==> src/rtl/battle_pkg.sv <==
// Shared phase codes and widths for the battle screen controller.
package battle_pkg;

  typedef logic [3:0] phase_t;

  localparam phase_t ST_BOOT   = 4'b1010;
  localparam phase_t ST_MENU   = 4'b0001;
  localparam phase_t ST_PLAYER = 4'b0010;
  localparam phase_t ST_ENEMY  = 4'b1000;
  localparam phase_t ST_WIN    = 4'b0100;
  localparam phase_t ST_LOSE   = 4'b0101;

  localparam int HP_W = 8;

endpackage

==> src/rtl/battle_sequencer_sat_sub.sv <==
// Saturating subtractor: y = a - b, clamped at zero; zero_o flags an empty result.
module sat_sub #(
  parameter int W = 8
) (
  input  logic [W-1:0] a_i,
  input  logic [W-1:0] b_i,
  output logic [W-1:0] y_o,
  output logic         zero_o
);

  // Compare before subtracting so the result never wraps.
  always_comb begin
    if (a_i > b_i) begin
      y_o = a_i - b_i;
    end else begin
      y_o = '0;
    end
  end

  assign zero_o = (y_o == '0);

endmodule

==> src/rtl/battle_sequencer.sv <==
// Battle turn/phase controller; initiates the enemy phase and waits on the enemy block.
module battle_sequencer
  import battle_pkg::*;
#(
  parameter int PLAYER_HP   = 20,
  parameter int ENEMY_HP    = 30,
  parameter int ATTACK_DMG  = 5,
  parameter int HIT_DMG     = 1,
  parameter int MAX_TURN    = 8,
  parameter int ACK_TIMEOUT = 16
) (
  input  logic            clk,
  input  logic            rst,
  input  logic            start_in,
  input  logic            attack_in,
  input  logic            hit_in,
  input  logic            enemy_busy_in,
  input  logic            enemy_finished_in,
  output logic [3:0]      state_out,
  output logic [3:0]      turn_out,
  output logic [HP_W-1:0] player_hp_out,
  output logic [HP_W-1:0] enemy_hp_out,
  output logic            phase_start_out,
  output logic            error_out
);

  localparam int WD_W = $clog2(ACK_TIMEOUT + 1);

  localparam logic [HP_W-1:0] PLAYER_HP_C  = HP_W'(PLAYER_HP);
  localparam logic [HP_W-1:0] ENEMY_HP_C   = HP_W'(ENEMY_HP);
  localparam logic [HP_W-1:0] ATTACK_DMG_C = HP_W'(ATTACK_DMG);
  localparam logic [HP_W-1:0] HIT_DMG_C    = HP_W'(HIT_DMG);
  localparam logic [3:0]      MAX_TURN_C   = 4'(MAX_TURN);
  localparam logic [WD_W-1:0] TIMEOUT_C    = WD_W'(ACK_TIMEOUT);

  phase_t          state_q, state_d;
  logic [3:0]      turn_q, turn_d;
  logic [HP_W-1:0] player_hp_q, player_hp_d;
  logic [HP_W-1:0] enemy_hp_q, enemy_hp_d;
  logic            phase_start_q;
  logic            error_q, error_d;
  logic [WD_W-1:0] wd_cnt_q, wd_cnt_d;
  logic            busy_seen_q, busy_seen_d;

  logic [HP_W-1:0] enemy_hp_sub;
  logic            enemy_hp_zero;
  logic [HP_W-1:0] player_hp_sub;
  logic            player_hp_zero;
  logic [3:0]      turn_inc;
  logic [WD_W-1:0] wd_inc;

  sat_sub #(.W(HP_W)) u_enemy_sub (
    .a_i    (enemy_hp_q),
    .b_i    (ATTACK_DMG_C),
    .y_o    (enemy_hp_sub),
    .zero_o (enemy_hp_zero)
  );

  sat_sub #(.W(HP_W)) u_player_sub (
    .a_i    (player_hp_q),
    .b_i    (HIT_DMG_C),
    .y_o    (player_hp_sub),
    .zero_o (player_hp_zero)
  );

  assign turn_inc = turn_q + 4'd1;
  assign wd_inc   = wd_cnt_q + WD_W'(1);

  // Next-state and datapath decisions for the current phase.
  always_comb begin
    state_d     = state_q;
    turn_d      = turn_q;
    player_hp_d = player_hp_q;
    enemy_hp_d  = enemy_hp_q;
    error_d     = error_q;
    wd_cnt_d    = wd_cnt_q;
    busy_seen_d = busy_seen_q;
    case (state_q)
      ST_BOOT: state_d = ST_MENU;
      ST_MENU: begin
        if (start_in) begin
          state_d     = ST_PLAYER;
          turn_d      = 4'd0;
          player_hp_d = PLAYER_HP_C;
          enemy_hp_d  = ENEMY_HP_C;
        end
      end
      ST_PLAYER: begin
        if (attack_in) begin
          enemy_hp_d  = enemy_hp_sub;
          wd_cnt_d    = '0;
          busy_seen_d = 1'b0;
          state_d     = enemy_hp_zero ? ST_WIN : ST_ENEMY;
        end
      end
      ST_ENEMY: begin
        // A hit is applied before any finish in the same cycle; dying wins over finishing.
        if (hit_in) begin
          player_hp_d = player_hp_sub;
        end
        if (hit_in && player_hp_zero) begin
          state_d = ST_LOSE;
        end else if (enemy_finished_in) begin
          turn_d  = turn_inc;
          state_d = (turn_inc == MAX_TURN_C) ? ST_WIN : ST_PLAYER;
        end else if (!busy_seen_q) begin
          if (enemy_busy_in) begin
            busy_seen_d = 1'b1;
          end else begin
            wd_cnt_d = wd_inc;
            if (wd_inc == TIMEOUT_C) begin
              error_d = 1'b1;
              state_d = ST_MENU;
            end
          end
        end
      end
      ST_WIN, ST_LOSE: begin
        if (start_in) begin
          state_d = ST_MENU;
        end
      end
      default: state_d = ST_BOOT;
    endcase
  end

  // Phase register, counters and registered outputs.
  always_ff @(posedge clk) begin
    if (rst) begin
      state_q       <= ST_BOOT;
      turn_q        <= 4'd0;
      player_hp_q   <= PLAYER_HP_C;
      enemy_hp_q    <= ENEMY_HP_C;
      phase_start_q <= 1'b0;
      error_q       <= 1'b0;
      wd_cnt_q      <= '0;
      busy_seen_q   <= 1'b0;
    end else begin
      state_q       <= state_d;
      turn_q        <= turn_d;
      player_hp_q   <= player_hp_d;
      enemy_hp_q    <= enemy_hp_d;
      phase_start_q <= (state_d != state_q);
      error_q       <= error_d;
      wd_cnt_q      <= wd_cnt_d;
      busy_seen_q   <= busy_seen_d;
    end
  end

  assign state_out       = state_q;
  assign turn_out        = turn_q;
  assign player_hp_out   = player_hp_q;
  assign enemy_hp_out    = enemy_hp_q;
  assign phase_start_out = phase_start_q;
  assign error_out       = error_q;

endmodule

==> config.mk <==
export PLATFORM = sky130hd
export DESIGN_NAME = battle_sequencer
export DESIGN_NICKNAME = d
export VERILOG_FILES = /design/src/rtl/battle_pkg.sv /design/src/rtl/battle_sequencer_sat_sub.sv /design/src/rtl/battle_sequencer.sv
export SDC_FILE = /design/constraint.sdc
export NUM_CORES = 1
export LEC_CHECK = 0
export CORE_MARGIN = 3
export CORE_UTILIZATION = 30
export DETAILED_ROUTE_END_ITERATION = 7
export PLACE_DENSITY = 0.54
export SYNTH_ARGS = -nofsm -noshare
export SYNTH_HDL_FRONTEND = slang
export SYNTH_SLANG_ARGS = --single-unit
==> constraint.sdc <==
create_clock -name clk -period 3 [get_ports clk]
set_clock_uncertainty 0.15 [all_clocks]
set_input_delay 0.6 -clock clk [delete_from_list [all_inputs] [get_ports clk]]
set_output_delay 0.6 -clock clk [all_outputs]
set_load 0.03 [all_outputs]
=== Word-level counts from Yosys, hierarchy flattened ===
Index checks and enable logic that the tools add are counted.

* Bits of input ports: 7
* Word-level logic and storage cells: 83
* Bits in registers: 32
* Output and inout port bits: 26

* Add/subtract/negate cells: 4
* Bitwise operators: 4
* $lt $le $gt $ge: 2
* Mux-type cells: 35
* Equality and inequality tests: 17
* Reductions and logical operators: 13

{| class="wikitable"
|+ Operators with widths
! kind !! count
|-
| $mux W4 || 12
|-
| $mux W8 || 6
|-
| $pmux W8 S2 || 2
|-
| $mux W5 || 5
|-
| $pmux W4 S5 || 1
|-
| $logic_not A8 Y1 || 2
|-
| $ne A2 B2 Y1 const B || 8
|-
| $eq A4 B4 Y1 const B || 3
|-
| $reduce_and A6 Y1 || 2
|-
| $pmux W5 S2 || 1
|-
| $eq A4 B3 Y1 const B || 2
|-
| $gt A8 B1 Y1 const B || 1
|-
| $gt A8 B3 Y1 const B || 1
|-
| $pmux W4 S2 || 1
|-
| $reduce_and A4 Y1 || 2
|-
| $sub A8 B1 Y8 const B || 1
|-
| $sub A8 B3 Y8 const B || 1
|-
| $reduce_and A3 Y1 || 2
|-
| $reduce_bool A2 Y1 || 3
|-
| $add A5 B1 Y5 const B || 1
|-
| $eq A5 B5 Y1 const B || 1
|-
| $mux W1 || 5
|-
| $add A4 B1 Y4 const B || 1
|-
| $eq A4 B1 Y1 const B || 1
|-
| other kinds (7) || 10
|}

=== Depth between registers and ports, before layout ===
* Depth after elaboration: 9
* Gate-level depth with buffers: 11
* Gate-level depth less buffers: 9

=== Modules after synthesis ===
Synthesis repeated with hierarchy kept, for this count alone.

* Cells, all modules: 349
* Area total of the unflattened synthesis: 2636.3 µm²

{| class="wikitable"
|+ By module, submodules not included
! module !! instances !! area an instance (µm²) !! seq. area each (µm²) !! cells an instance
|-
| battle_sequencer || 1 || 1660.3 || 640.6 || 209
|-
| sat_sub || 2 || 488.0 || 0.0 || 70
|}

=== Worst setup path after synthesis ===
OpenSTA, ideal clock, no wires.

* Path kind: register to register
* From: register player_hp_q[0] (netlist: player_hp_out[0])
* To: register wd_cnt_q[2]
* Library setup time: 0.071 ns
* Path buffers: 1
* Cell stages (with the launch flop): 11
* Period minus slack after synthesis: 2.608 ns
* Arrival: 2.387 ns
* Setup slack: 0.392 ns
* Data required time: 2.779 ns
* Path through: dfxtp_1 -> clkbuf_1 -> inv_1 -> ha_1 -> nor3b_1 -> o2111ai_1 -> a21oi_1 -> o211ai_2 -> o211ai_1 -> or3b_1 -> a21oi_1

* Cells in the longest elaborated chain, start to end: 6
* Elaborated cells on any way between the ends: 7
* Those cells by class: add/sub: 1; order compare: 1; eq/ne: 1; mux: 1; reduce/logical: 3

{| class="wikitable"
|+ RTL lines
! item !! RTL line !! text
|-
| start, declared || battle_sequencer.sv:38 || <nowiki>logic [HP_W-1:0] player_hp_q, player_hp_d;</nowiki>
|-
| start signal, assigned || battle_sequencer.sv:141 || <nowiki>player_hp_q <= player_hp_d;</nowiki>
|-
| $sub A8 B1 Y8 or $gt A8 B1 Y1 (tied branches) || battle_sequencer_sat_sub.sv:14, battle_sequencer_sat_sub.sv:13 ||
|-
| $mux W8 (*) || battle_sequencer_sat_sub.sv:13 || <nowiki>if (a_i > b_i) begin</nowiki>
|-
| $logic_not A8 Y1 (*) || battle_sequencer_sat_sub.sv:20 || <nowiki>assign zero_o = (y_o == '0);</nowiki>
|-
| $logic_and A1 B1 Y1 (*) || battle_sequencer.sv:101 || <nowiki>if (hit_in && player_hp_zero) begin</nowiki>
|-
| $ne A2 B2 Y1 (no source line) (*) || n/a ||
|-
| $reduce_and A6 Y1 (no source line) (*) || n/a ||
|-
| end signal, assigned || battle_sequencer.sv:145 || <nowiki>wd_cnt_q <= wd_cnt_d;</nowiki>
|-
| end, declared || battle_sequencer.sv:42 || <nowiki>logic [WD_W-1:0] wd_cnt_q, wd_cnt_d;</nowiki>
|}

Mark *: on every way between the ends. The rest lies on a longest branch, timed or not.
A chain may end at the register's enable or synchronous reset.

=== Worst setup path in the final report ===
Ends and elaborated chain as after synthesis.

==> flow_summary_export.csv <==
group,metric,value,unit
outcome,status,"completed",
critical_path,worstSetupStartpointType,"flop",
global_route,grt_pass1_wl,9.390,mm
finish,diodes,0,
sta,period_minus_slack,2656,ps
place,port_buffers,32,
die,rows,29,
die,die-area,8034,um2
clock_network,clk_latency,290,ps
routing,drc,0,
sta,rsz0062_at_grt,"false",
hold_path,hp-start,"wd_cnt_q[1]",
synthesis,synthCells,277,
global_route,antenna_found_initial,0,
critical_path,reg2reg_setup_slack,340,ps
sta,relSlewSlack,56.90,%
finish,area_growth,23.08,%
synthesis,synthesis.area,2098,um2
synthesis,avgSynthCellArea,7.575,um2
pwr,seq_power_share,42.5,%
place,dp_hpwl,4.148,mm
die,initial_core_util,31.95,%
critical_path,worstPathRequired,3060,ps
critical_path,cp_max_fo,13,
finish,nNetsFinal,320,
sta,worst_pin_slew,644.9,ps
finish,fin_cells,400,
clock_network,cts_made_buffers,5,
critical_path,startpoint,"player_hp_out[0]",
synthesis,yosysWarnings,0,
global_route,grt_overflow,0,
synthesis,synth_edf_count,0,
clock_network,cts-hold-fix-buffers,0,
synthesis,ys_async_sr_fraction,0,%
hold_path,hold_path.class,"flop to flop",
clock_network,cts_setup_buffers,0,
die,die_y,89.63,um
pwr,power.internal,0.0007460,W
routing,firstDrtPassIters,4,
synthesis,synth_flop_cell,"dfxtp_1",
die,core_area,6568,um2
pwr,power.density,449.9,nW/um2
job,drv_cap,0,
routing,via_per_inst,5.318,
global_route,globalRouteTotalUtil,14.82,%
global_route,first_global_vias,1992,
pwr,switching_power,0.0004158,W
sta,finalSetupTns,0,ps
sta,finalHoldViolCount,0,
clock_network,cts_sinks,32,
clock_network,clock_path_buffers,2,
pwr,swShare,35.79,%
routing,ant_nets,0,
place,gp_congestion,0.8326,
routing,drtIter0Drc,143,
synthesis,synth_cell_types,58,
critical_path,cp-end-kind,"flop",
sta,setup_ws,343.8,ps
place,post-place-cells,393,
die,ios,33,
routing,num_vias,2127,
place,dp_slack,361.4,ps
sta,final_max_slew_viol_count,0,
clock_network,clk_pin_slew,60,ps
synthesis,synth.net_count,290,
routing,wire_per_inst,14.11,um
sta,layout_worst_path_cycle_share,88.54,%
pwr,vdd.ir_drop.worst,178.4,uV
finish,multi_input_area,1345,um2
finish,drive_gt1_share,7.492,%
critical_path,crit_type,"flop to flop",
clock_network,cts_tree,"built",
synthesis,ys_ff_latch,32,
sta,setup_violations,0,
clock_network,cts_resized,0,
finish,area.sequential,640.6,um2
finish,nFillCells,689,
die,die_x,89.63,um
clock_network,cts_root_buf,"clkbuf_8",
sta,fmax,376.5,MHz
clock_network,htreeDepth,2,
global_route,grt_max_degree,19,
pwr,clkPwrFrac,27.1,%
synthesis,synth_seq_area_share,30.53,%
routing,wl,5.642,mm
pwr,combPwrFrac,30.5,%
critical_path,r2r_start,"player_hp_out[0]",
pwr,leakage,0.9025,nW
critical_path,cp.arrival,2720,ps
[area by class of cell]
type	instances	share of cell area [%]
well taps	93	4.506
repair buffers	38	14.15
flip-flops and latches	32	24.81
multi-input cells	220	52.08
clock inverters	1	0.1938
inverters	10	1.453
clock buffers	6	2.810
[per-layer routing]
layer  GRT usage [%]  wire (um)  part of all wire [%]
met1           20.01       2790                    49
met5               0          0                     0
met4           4.195         63                   1.1
met2           23.47       2550                    45
met3           3.650        238                   4.2
[path summary, 6_finish.rpt]
| check | endpoint | depth (start not counted) |
|---|---|---|
| max | wd_cnt_q[2] | 10 |
| min | wd_cnt_q[1] | 2 |
| max reg2reg | wd_cnt_q[2] | 10 |
| min reg2reg | wd_cnt_q[1] | 2 |
[power by group through the flow]
stage | clock network [W] | logic (W) | registers, W
final | 0.000314 | 0.000354 | 0.000493
after global routing | 0.000341 | 0.000394 | 0.000499
after CTS | 0.000323 | 0.000355 | 0.000493
after detailed placement | 0 | 0.000354 | 0.000502
after global placement | 0 | 0.000353 | 0.000503
after floorplan | 0 | 0.000214 | 0.000529
[registers in the layout (all words and copies together), names as in the netlist]
register,flops
turn_out,4
wd_cnt_q,5
state_out,4
busy_seen_q,1
enemy_hp_out,8
error_out,1
phase_start_out,1
player_hp_out,8
[cell usage after synthesis (4+ instances only)]
cell       n  share of area, %
a21oi_1   31               7.4
a31oi_1    6               1.8
clkbuf_1  10               1.8
dfxtp_1   32                31
ha_1       6               3.6
inv_1     10               1.8
nand2_1   21               3.8
nand2b_1   4               1.2
nand3_1   11               2.6
nor2_1    38               6.8
nor2b_1    4               1.2
nor3_1     5               1.2
o21ai_0   16               3.8
o21ai_1    4              0.95
o31ai_1    4               1.4
or3_1      8               2.4
[placed cells by master, fill, tap and decap left out, types with 2 or more instances in the layout]
master	n
clkbuf_8	5
o21a_1	2
dfxtp_1	32
nor2_1	38
clkdlybuf4s50_1	32
o41ai_1	2
nand3_1	11
o2111ai_1	2
xnor2_1	2
o32ai_2	2
or3_1	8
a31oi_1	6
o21ai_1	4
or3b_1	2
o211ai_1	3
o22ai_1	3
nand3b_1	3
ha_1	6
buf_4	6
inv_1	10
or4_1	2
and3_1	2
nand2b_1	4
a21oi_1	31
nor2b_1	4
nand2_1	21
a221oi_1	2
nor3b_1	2
a22oi_1	2
nand4_1	3
nor4_1	3
a21o_1	2
o21ai_0	16
nor3_1	5
o31ai_1	4
[metrics by stage]
step / cell area [um2] / power, W / util [%] / hold slack (ps)
final: 2582 / 0.001162 / 39.32 / 328.8
after global routing: 2582 / 0.001234 / 39.32 / 361.0
after CTS: 2582 / 0.001171 / 39.32 / 331.8
after detailed placement: 2505 / 0.0008560 / 38.14 / 319.4
after global placement: 2505 / 0.0008562 / 38.14 / 316.9
after floorplan: 2098 / 0.0007429 / - / 299.2
[kinds of logic after synthesis]
family          after synthesis  share of synthesized area (%)
simple gates                116                          28.50
flops                        32                          30.53
xor+xnor                      2                         0.8350
fa+ha+maj                     6                          3.578
buf+inv                      25                          5.367
compound gates               96                          31.19
[critical path: stages, from the launching register on]
cell       delay, ps
dfxtp_1          520
inv_1            110
ha_1             290
nor3b_1          180
o2111ai_1        130
a21oi_1          110
o211ai_2         140
buf_4            220
o211ai_1         180
or3b_1           410
a21oi_1          150
No activity file was read; power rests on OpenSTA's default activity.
